==> src/rtl/profiler_pkg.sv <==
// rtl/profiler_pkg.sv - shared types and constants for the profiler run-control block
//
// Purpose: command and state encodings, counter count and counter index map
// shared by the controller, its stream stage and anything that decodes
// the snapshot stream.
package profiler_pkg;

    localparam int NUM_PROF_COUNTERS = 11;

    // Position of each counter on the flat counter bus and in the snapshot stream.
    localparam int IDX_LOAD    = 0;
    localparam int IDX_STORE   = 1;
    localparam int IDX_ADD     = 2;
    localparam int IDX_SUB     = 3;
    localparam int IDX_LOGIC   = 4;
    localparam int IDX_SHIFT   = 5;
    localparam int IDX_COMPARE = 6;
    localparam int IDX_BRANCH  = 7;
    localparam int IDX_JUMP    = 8;
    localparam int IDX_SYSTEM  = 9;
    localparam int IDX_ATOMIC  = 10;
    // The elapsed-cycle word follows the last counter.
    localparam int IDX_CYCLES  = NUM_PROF_COUNTERS;

    typedef enum logic [1:0] {
        CMD_START = 2'd0,
        CMD_STOP  = 2'd1,
        CMD_DUMP  = 2'd2,
        CMD_CLEAR = 2'd3
    } cmd_op_e;

    typedef enum logic [2:0] {
        ST_IDLE  = 3'd0,
        ST_RUN   = 3'd1,
        ST_DRAIN = 3'd2,
        ST_DONE  = 3'd3,
        ST_DUMP  = 3'd4
    } prof_state_e;

endpackage

==> src/rtl/profiler_stream_tx.sv <==
// rtl/profiler_stream_tx.sv - single-entry registered valid/ready output stage
//
// Purpose: holds one stream word (data, index, last) and presents it on a
// valid/ready interface. A new word may be pushed when the stage is empty or
// is handing its word off in the same cycle.
// Ports:
//   clk, rst            clock, asynchronous active-high reset
//   push_valid_i        load a new word (only honoured while push_ready_o)
//   push_ready_o        stage can take a word this cycle
//   push_data_i/index_i/last_i  word to load
//   out_valid_o/out_ready_i     downstream handshake
//   out_data_o/index_o/last_o   held word, stable while stalled
module profiler_stream_tx #(
    parameter int DATA_W = 32,
    parameter int IDX_W  = 4
) (
    input  logic              clk,
    input  logic              rst,
    input  logic              push_valid_i,
    output logic              push_ready_o,
    input  logic [DATA_W-1:0] push_data_i,
    input  logic [IDX_W-1:0]  push_index_i,
    input  logic              push_last_i,
    output logic              out_valid_o,
    input  logic              out_ready_i,
    output logic [DATA_W-1:0] out_data_o,
    output logic [IDX_W-1:0]  out_index_o,
    output logic              out_last_o
);

    logic              valid_q;
    logic [DATA_W-1:0] data_q;
    logic [IDX_W-1:0]  index_q;
    logic              last_q;

    assign push_ready_o = !valid_q || out_ready_i;

    always_ff @(posedge clk or posedge rst) begin
        if (rst) begin
            valid_q <= 1'b0;
            data_q  <= '0;
            index_q <= '0;
            last_q  <= 1'b0;
        end else if (push_ready_o) begin
            valid_q <= push_valid_i;
            if (push_valid_i) begin
                data_q  <= push_data_i;
                index_q <= push_index_i;
                last_q  <= push_last_i;
            end
        end
    end

    assign out_valid_o = valid_q;
    assign out_data_o  = data_q;
    assign out_index_o = index_q;
    assign out_last_o  = last_q;

endmodule

==> src/rtl/profiler_controller.sv <==
// rtl/profiler_controller.sv - run-control and snapshot readout sequencer for the instruction profiler
//
// Purpose: gates the profiler enable, times an optional run window, captures
// every counter plus the elapsed cycle count one cycle after enable drops
// (before the profiler's clear takes effect), and streams the snapshot out.
// Ports:
//   clk, rst                 clock, asynchronous active-high reset
//   cmd_valid/cmd_ready      command handshake, cmd_op selects START/STOP/DUMP/CLEAR
//   window_cycles            run length sampled on START, 0 = unbounded
//   counters_in              flat profiler counter bus, counter i at [i*CNT_W +: CNT_W]
//   profiler_enable          profiler enable
//   out_valid/out_ready      snapshot stream handshake
//   out_data/out_index/out_last  stream word, index and end marker
//   running, snapshot_valid  status
//   cmd_err                  one-cycle pulse for a command illegal in the current state
module profiler_controller
    import profiler_pkg::*;
#(
    parameter int NUM_COUNTERS = NUM_PROF_COUNTERS,
    parameter int CNT_W        = 32,
    parameter int IDX_W        = $clog2(NUM_COUNTERS + 1)
) (
    input  logic                          clk,
    input  logic                          rst,
    input  logic                          cmd_valid,
    output logic                          cmd_ready,
    input  logic [1:0]                    cmd_op,
    input  logic [CNT_W-1:0]              window_cycles,
    input  logic [NUM_COUNTERS*CNT_W-1:0] counters_in,
    output logic                          profiler_enable,
    output logic                          out_valid,
    input  logic                          out_ready,
    output logic [CNT_W-1:0]              out_data,
    output logic [IDX_W-1:0]              out_index,
    output logic                          out_last,
    output logic                          running,
    output logic                          snapshot_valid,
    output logic                          cmd_err
);

    localparam logic [IDX_W-1:0] LAST_IDX = IDX_W'(NUM_COUNTERS);

    prof_state_e                          state_q, state_d;
    logic                                 enable_q, enable_d;
    logic                                 running_q, running_d;
    logic                                 err_q, err_d;
    logic                                 snap_valid_q, snap_valid_d;
    logic [CNT_W-1:0]                     cycles_q, cycles_d;
    logic [CNT_W-1:0]                     window_q, window_d;
    logic [CNT_W-1:0]                     snap_cycles_q, snap_cycles_d;
    logic [NUM_COUNTERS-1:0][CNT_W-1:0]   snap_q, snap_d;
    logic [IDX_W-1:0]                     idx_q, idx_d;

    logic                                 cmd_fire;
    cmd_op_e                              op;
    logic                                 auto_stop;
    logic [CNT_W-1:0]                     cycles_inc;
    logic [IDX_W-1:0]                     rd_idx;
    logic [CNT_W-1:0]                     rd_word;

    logic                                 push_valid;
    logic                                 push_ready;
    logic                                 push_last;

    assign cmd_ready = (state_q == ST_IDLE) || (state_q == ST_RUN) || (state_q == ST_DONE);
    assign cmd_fire  = cmd_valid && cmd_ready;
    assign op        = cmd_op_e'(cmd_op);

    // Auto-stop fires in the last cycle of the window so that exactly
    // window_q cycles are spent in RUN.
    assign auto_stop  = (window_q != '0) && (cycles_q == window_q - CNT_W'(1));
    assign cycles_inc = (cycles_q == '1) ? cycles_q : cycles_q + CNT_W'(1);

    // Word 0 is pushed from DONE on the DUMP command itself, so the read
    // index is forced to 0 outside DUMP.
    assign rd_idx    = (state_q == ST_DUMP) ? idx_q : '0;
    assign push_last = (rd_idx == LAST_IDX);

    always_comb begin
        rd_word = snap_cycles_q;
        for (int i = 0; i < NUM_COUNTERS; i++) begin
            if (rd_idx == IDX_W'(i)) begin
                rd_word = snap_q[i];
            end
        end
    end

    always_comb begin
        state_d       = state_q;
        enable_d      = enable_q;
        err_d         = 1'b0;
        snap_valid_d  = snap_valid_q;
        cycles_d      = cycles_q;
        window_d      = window_q;
        snap_cycles_d = snap_cycles_q;
        snap_d        = snap_q;
        idx_d         = idx_q;
        push_valid    = 1'b0;

        case (state_q)
            ST_IDLE, ST_DONE: begin
                if (cmd_fire) begin
                    case (op)
                        CMD_START: begin
                            window_d     = window_cycles;
                            cycles_d     = '0;
                            snap_valid_d = 1'b0;
                            enable_d     = 1'b1;
                            state_d      = ST_RUN;
                        end
                        CMD_CLEAR: begin
                            snap_d        = '0;
                            snap_cycles_d = '0;
                            snap_valid_d  = 1'b0;
                            state_d       = ST_IDLE;
                        end
                        CMD_DUMP: begin
                            if (state_q == ST_DONE) begin
                                push_valid = 1'b1;
                                idx_d      = IDX_W'(1);
                                state_d    = ST_DUMP;
                            end else begin
                                err_d = 1'b1;
                            end
                        end
                        default: err_d = 1'b1;
                    endcase
                end
            end
            ST_RUN: begin
                cycles_d = cycles_inc;
                // A STOP coinciding with window expiry is a single legal stop.
                if ((cmd_fire && op == CMD_STOP) || auto_stop) begin
                    enable_d = 1'b0;
                    state_d  = ST_DRAIN;
                end
                if (cmd_fire && op != CMD_STOP) begin
                    err_d = 1'b1;
                end
            end
            ST_DRAIN: begin
                // The profiler clears on this same edge; sampling here captures
                // the final count including the last enabled cycle.
                snap_d        = counters_in;
                snap_cycles_d = cycles_q;
                snap_valid_d  = 1'b1;
                state_d       = ST_DONE;
            end
            ST_DUMP: begin
                // Once the last word sits in the stage nothing more is pushed.
                if (push_ready && !(out_valid && out_last)) begin
                    push_valid = 1'b1;
                    if (!push_last) begin
                        idx_d = idx_q + IDX_W'(1);
                    end
                end
                if (out_valid && out_ready && out_last) begin
                    state_d = ST_DONE;
                end
            end
            default: state_d = ST_IDLE;
        endcase

        running_d = (state_d == ST_RUN);
    end

    always_ff @(posedge clk or posedge rst) begin
        if (rst) begin
            state_q       <= ST_IDLE;
            enable_q      <= 1'b0;
            running_q     <= 1'b0;
            err_q         <= 1'b0;
            snap_valid_q  <= 1'b0;
            cycles_q      <= '0;
            window_q      <= '0;
            snap_cycles_q <= '0;
            snap_q        <= '0;
            idx_q         <= '0;
        end else begin
            state_q       <= state_d;
            enable_q      <= enable_d;
            running_q     <= running_d;
            err_q         <= err_d;
            snap_valid_q  <= snap_valid_d;
            cycles_q      <= cycles_d;
            window_q      <= window_d;
            snap_cycles_q <= snap_cycles_d;
            snap_q        <= snap_d;
            idx_q         <= idx_d;
        end
    end

    profiler_stream_tx #(
        .DATA_W (CNT_W),
        .IDX_W  (IDX_W)
    ) u_stream_tx (
        .clk          (clk),
        .rst          (rst),
        .push_valid_i (push_valid),
        .push_ready_o (push_ready),
        .push_data_i  (rd_word),
        .push_index_i (rd_idx),
        .push_last_i  (push_last),
        .out_valid_o  (out_valid),
        .out_ready_i  (out_ready),
        .out_data_o   (out_data),
        .out_index_o  (out_index),
        .out_last_o   (out_last)
    );

    assign profiler_enable = enable_q;
    assign running         = running_q;
    assign snapshot_valid  = snap_valid_q;
    assign cmd_err         = err_q;

endmodule

==> config.mk <==
export PLATFORM = sky130hd
export DESIGN_NAME = profiler_controller
export DESIGN_NICKNAME = d
export VERILOG_FILES = /design/src/rtl/profiler_pkg.sv /design/src/rtl/profiler_stream_tx.sv /design/src/rtl/profiler_controller.sv
export SDC_FILE = /design/constraint.sdc
export NUM_CORES = 1
export LEC_CHECK = 0
export CAP_MARGIN = 10
export CORE_MARGIN = 8
export CORE_UTILIZATION = 52
export CTS_CLUSTER_SIZE = 12
export DETAILED_ROUTE_END_ITERATION = 8
export GPL_TIMING_DRIVEN = 0
export PLACE_DENSITY = 0.89
export SETUP_SLACK_MARGIN = 0.15
export SYNTH_ARGS = -nofsm -noshare
export SYNTH_HDL_FRONTEND = slang
export SYNTH_HIERARCHICAL = 1
export SYNTH_SLANG_ARGS = --single-unit
export TNS_END_PERCENT = 1
==> constraint.sdc <==
create_clock -name clk -period 20.9 [get_ports clk]
set_input_delay 5.225 -clock clk [delete_from_list [all_inputs] [get_ports clk]]
set_output_delay 5.225 -clock clk [all_outputs]
set_load 0.05 [all_outputs]
### Word-level counts from Yosys, hierarchy flattened

Index checks and enable logic that the tools add are counted.

* input bits: 390
* logic and storage cells: 140
* output and inout bits: 43
* register bits after elaboration: 497

* reduce and logical (&&, ||, !) cells: 30
* $add $sub $neg: 3
* muxes and demuxes: 51
* eq/ne operators: 32

Operators by type and width (number)
* 2-to-1 mux 352 bit: 2
* case mux 352 bit (2 select lines): 1
* 2-to-1 mux 32 bit: 16
* case mux 32 bit (2 select lines): 2
* adder 32 x 1 -> 32 bit (second input constant): 1
* equality test 32 bit: 1
* equality test 32 bit (second input constant): 1
* nonzero test 32 bit: 1
* subtractor 32 x 1 -> 32 bit (second input constant): 1
* 2-to-1 mux 4 bit: 6
* equality test 4 x 3 -> 1 bit (second input constant): 4
* equality test 4 bit (second input constant): 4
* 2-to-1 mux 1 bit: 12
* 2-to-1 mux 3 bit: 4
* inequality test 2 x 1 -> 1 bit (second input constant): 6
* case mux 3 bit (4 select lines): 1
* inequality test 2 bit (second input constant): 5
* case mux 1 bit (2 select lines): 5
* case mux 3 bit (3 select lines): 1
* AND reduction 3 bit: 3
* equality test 4 x 2 -> 1 bit (second input constant): 2
* logical AND 1 bit: 8
* case mux 4 bit (2 select lines): 1
* AND reduction 4 bit: 2
* other kinds (16): 26

### Logic depth before layout (Yosys ltp)

* word-level depth: 14
* gate-level depth with buffers: 12
* mapped depth without buffers: 10

### By module

Netlist, hierarchy kept.

By module, submodules not included
* profiler_controller: times used 1, area each 20579.7 sq um, cells each 1752, sequential area each 11486.0 sq um
* profiler_stream_tx: times used 1, area each 1576.5 sq um, cells each 82, sequential area each 950.9 sq um

### Worst setup path after synthesis

Ideal clock, no wire load.

* kind: in2reg
* start: input cmd_op[0]
* end: register cycles_q[27]
* arrival: 6.986 ns
* slack: 13.836 ns
* data required time: 20.822 ns
* cell stages on the path: 10
* library setup time: 0.078 ns
* path buffers: 1
* cells stage by stage: inv_1 > ha_1 > nand3_1 > a21o_1 > nor3_1 > nand3_1 > or2_1 > clkbuf_1 > or3_1 > a21oi_1

* cells in the longest elaborated chain, start to end: 3

RTL lines
* start: declaration: RTL line profiler_controller.sv:27 `input logic [1:0] cmd_op,`
* zero test 2 bit: RTL line profiler_controller.sv:103 `case (op)`
* inequality test 2 x 1 -> 1 bit (no line)
* AND reduction 4 bit (no line)
* end signal: assignment: RTL line profiler_controller.sv:185 `cycles_q <= cycles_d;`
* end: declaration: RTL line profiler_controller.sv:48 `logic [CNT_W-1:0] cycles_q, cycles_d;`

Every way passes these cells.
A chain may end at the register's enable or synchronous reset.

### Final worst setup path

* start: register state_q[0]
* end: output cmd_ready

* cells in the longest elaborated chain, start to end: 3
* elaborated cells on any way between the ends: 5
* those cells by class: 2 x eq/ne; 3 x reduce/logical

RTL lines
* start: declaration: RTL line profiler_controller.sv:43 `prof_state_e state_q, state_d;`
* start signal: assignment: RTL line profiler_controller.sv:180 `state_q <= state_d;`
* equality test 3 x 1 -> 1 bit or zero test 3 bit (tied branches): RTL line profiler_controller.sv:65 `assign cmd_ready = (state_q == ST_IDLE) || (state_q == ST_RUN) || (state_q == ST_DONE);`
* logical OR 1 bit: RTL line profiler_controller.sv:65
* logical OR 1 bit *: RTL line profiler_controller.sv:65
* end: declaration: RTL line profiler_controller.sv:26 `output logic cmd_ready,`

Every way passes the cells marked *; elsewhere a longest branch is shown, timed or not.

==> results.yml <==
synth:
  synthAdderAreaFrac: 0.00395
  synth_common_cells: "dfrtp_1, a22o_1, clkbuf_1"
  ys_seq_elements: 497
  synth_ff_type: "dfrtp_1"
  synth_edf_count: 0
  ys_warn_count: 6
  yosysMostFrequentCell: "dfrtp_1"
  ys_seq_area_frac: 0.561
  synth_area_leader_cell: "dfrtp_1"
  yosys.area_share.xor_xnor: 0.0253
  yosys-top-cells-area: "dfrtp_1, a22o_1, clkbuf_1"
  muxShareOfSynthArea: 0.0453
  synthSimpleGateAreaFrac: 0.0729
  synth_top_family_by_area: "compound AO/OA/AOI/OAI gates"
  synth_compound_area_frac: 0.258
  syn_nets: 2231
  ys_types: 73
  async_reset_ff_frac: 1.00
  synth_top_area_share: 0.561
  syn-instance-count: 1834
  avgSynthCellArea_um2: 12.1
  synth_area_um2: 22200
route:
  wire_per_inst_um: 30.3
  dr.pass1.iters: 6
  drt_iter0_markers: 2446
  drt-total-wl_um: 88200
  vias_per_cell: 6.70
  drc_errors: 0
  ant_nets: 0
  num_vias: 19500
timing:
  fin_hold_ws_ns: 0.500
  finClkSkew_ns: 0.0162
  fin_crit_sh: 0.367
  setup_violations: 0
  fin_crit_ns: 7.67
  slew_headroom: 0.138
  rsz0062_at_grt: "no"
  worstMarginPinSlew_ns: 1.29
  fmax_ghz: 0.130
  final-max-slew-violation-count: 0
  hold_violations: 0
cts:
  post_cts_buffers: 0
  cts_root_buffer: "clkbuf_16"
  numClockSinks: 497
  clkTransAtPathRegs_ns: 0.06
  cts_buffers: 53
  postCtsResizedCells: 0
  clk_latency_ns: 0.60
  tritoncts: "built"
  cts_buffer_depth: 3
  hold_buffers: 0
  h-tree-depth: 2
setup_path:
  critical_path.max_stage_delay_ns: 0.84
  path_max_fanout: 10
  crit_family: "buffers and inverters"
  r2r-end: "u_stream_tx/out_data_o[27]$_DFFE_PP0P_"
  crit_buf_inv: 2
  critPathLaunchType: "flop"
  worstSetupEndpointType: "primary output"
  slowest_stage: "clkdlybuf4s50_1"
  worstRegToRegCells: 9
  r2r_slack_ns: 16.96
  cp.required_ns: 15.67
  r2r_start: "state_q[1]$_DFF_PP0_"
  crit_chain: "buf_2, nand2b_1, and2_1, clkdlybuf4s50_1"
  crit_start: "state_q[0]$_DFF_PP0_"
  cp.arrival_ns: 2.44
  critPathKind: "flop to primary output"
power:
  seqPwrFrac: 0.395
  irDropWorstVdd_mv: 0.0718
  netSwitchingPower_uw: 1420
  pwr-share-clk: 0.243
  powerDensity_nw_per_um2: 134
  p_leak_uw: 0.0129
  internal_power_uw: 2460
  combPwrFrac: 0.362
  switching_share: 0.365
grt:
  grt_pass1_vias: 20100
  grt_max_degree: 138
  antenna_found_initial: 16
  grt_usage: 0.348
  grt_pass1_wl_um: 131000
  grt-ovfl-total: 0
floorplanning:
  initial_core_util: 0.527
  core_area_um2: 42000
  fp-row-count: 75
  dieArea_um2: 49500
  pin_count: 433
  die_h_um: 222
  die_w_um: 222
hold_path:
  whs_path_depth: 1
  worstHoldStart: "snap_q[343]$_DFFE_PP0P_"
  min_to: "snap_q[343]$_DFFE_PP0P_"
  hold_path.class: "flop to flop"
placed_design:
  dp_hpwl_um: 67600
  portBuffers: 432
  dp.cells: 2810
  gp_congestion: 0.954
  place_area_um2: 27300
cells_and_area:
  drive_gt1_frac: 0.0834
  fin_cells: 2913
  design_area_um2: 29000
  fillers: 2937
  fin_util: 0.690
  fin_nets: 2723
  syn2layout_area_growth_pct: 30.9
run_status:
  status: "finished clean"
job:
  cap_viol_max_count: 0
state kept, by name, indices dropped and copies added (netlist names):
register / flops
profiler_enable: 1
u_stream_tx/out_data_o: 32
snap_q: 352
snap_cycles_q: 32
snapshot_valid: 1
state_q: 3
u_stream_tx/out_valid_o: 1
window_q: 32
cycles_q: 32
u_stream_tx/out_index_o: 4
running: 1
idx_q: 4
u_stream_tx/out_last_o: 1
cmd_err: 1
logic make-up after synthesis:
kind of cell             Yosys count
AND/OR/NAND/NOR                  299
AO/OA/AOI/OAI                    704
adder cells (fa/ha/maj)            7
XOR/XNOR                          64
buffers and inverters            182
flip-flops                       497
multiplexers                      81
cell usage in the layout, fill, tap and decap left out, drive strengths merged, types with 7 or more instances in the layout:
cell / n
dfrtp: 497
clkdlybuf4s50: 432
a22o: 386
clkbuf: 223
nor2: 90
mux2: 65
a21oi: 54
nand2: 51
xor2: 36
o21ai: 35
nand3: 33
a221oi: 32
o22ai: 30
xnor2: 28
o221ai: 28
o211ai: 26
a211oi: 26
buf: 26
nor3: 23
a22oi: 22
inv: 20
o221a: 19
mux2i: 16
nor4: 14
or3: 13
nand4: 12
diode: 11
a222oi: 11
nand2b: 10
nor2b: 9
and4: 8
ha: 7
area by class of cell:
cell class / instances / area [um^2] / area share
clock buffer: 79 / 1520 / 0.0525
buffer: 165 / 679 / 0.0234
sequential: 497 / 12400 / 0.429
clock inverter: 13 / 179 / 0.00617
antenna: 11 / 27.5 / 0.000949
multi-input combinational: 1155 / 8980 / 0.309
tap: 539 / 674 / 0.0233
timing repair buffer: 437 / 4430 / 0.153
inverter: 17 / 71.3 / 0.00246
through the flow:
stage | worst slack, ns | TNS, ns | total power, uW
3_3_place_gp | -1.81 | -803.43 | 2860
6_report | 13.23 | 0 | 3880
5_1_grt | 13.18 | 0 | 4030
3_5_place_dp | 12.84 | 0 | 2900
4_1_cts | 13.23 | 0 | 3850
2_1_floorplan | 2.88 | 0 | 2380
worst max-delay path by stage:
| stage | cells after the start | end | slack [ns] |
|---|---|---|---|
| 3_3_place_gp | 2 | snap_q[24]$_DFFE_PP0P_ | -1.81 |
| 5_1_grt | 11 | cycles_q[27]$_DFFE_PP0P_ | 13.18 |
| 6_report | 4 | cmd_ready | 13.23 |
| 4_1_cts | 4 | cmd_ready | 13.23 |
| 2_1_floorplan | 1 | cmd_err$_DFF_PP0_ | 2.88 |
| 3_5_place_dp | 11 | cycles_q[27]$_DFFE_PP0P_ | 12.84 |
layer usage:
layer / global-route usage / share of wire
met2: 0.563 / 0.47
met5: 0 / 0.00085
met1: 0.415 / 0.37
met4: 0.190 / 0.063
met3: 0.103 / 0.10
power groups by stage:
stage                     Sequential [uW]  Clock (uW)  Combinational (uW)
final                                1530         942                1410
after global routing                 1560         981                1490
after CTS                            1520         944                1390
after detailed placement             1530           0                1370
after global placement               1520           0                1340
after floorplan                      1560           0                 826
Power figures use the tool's default switching activity.
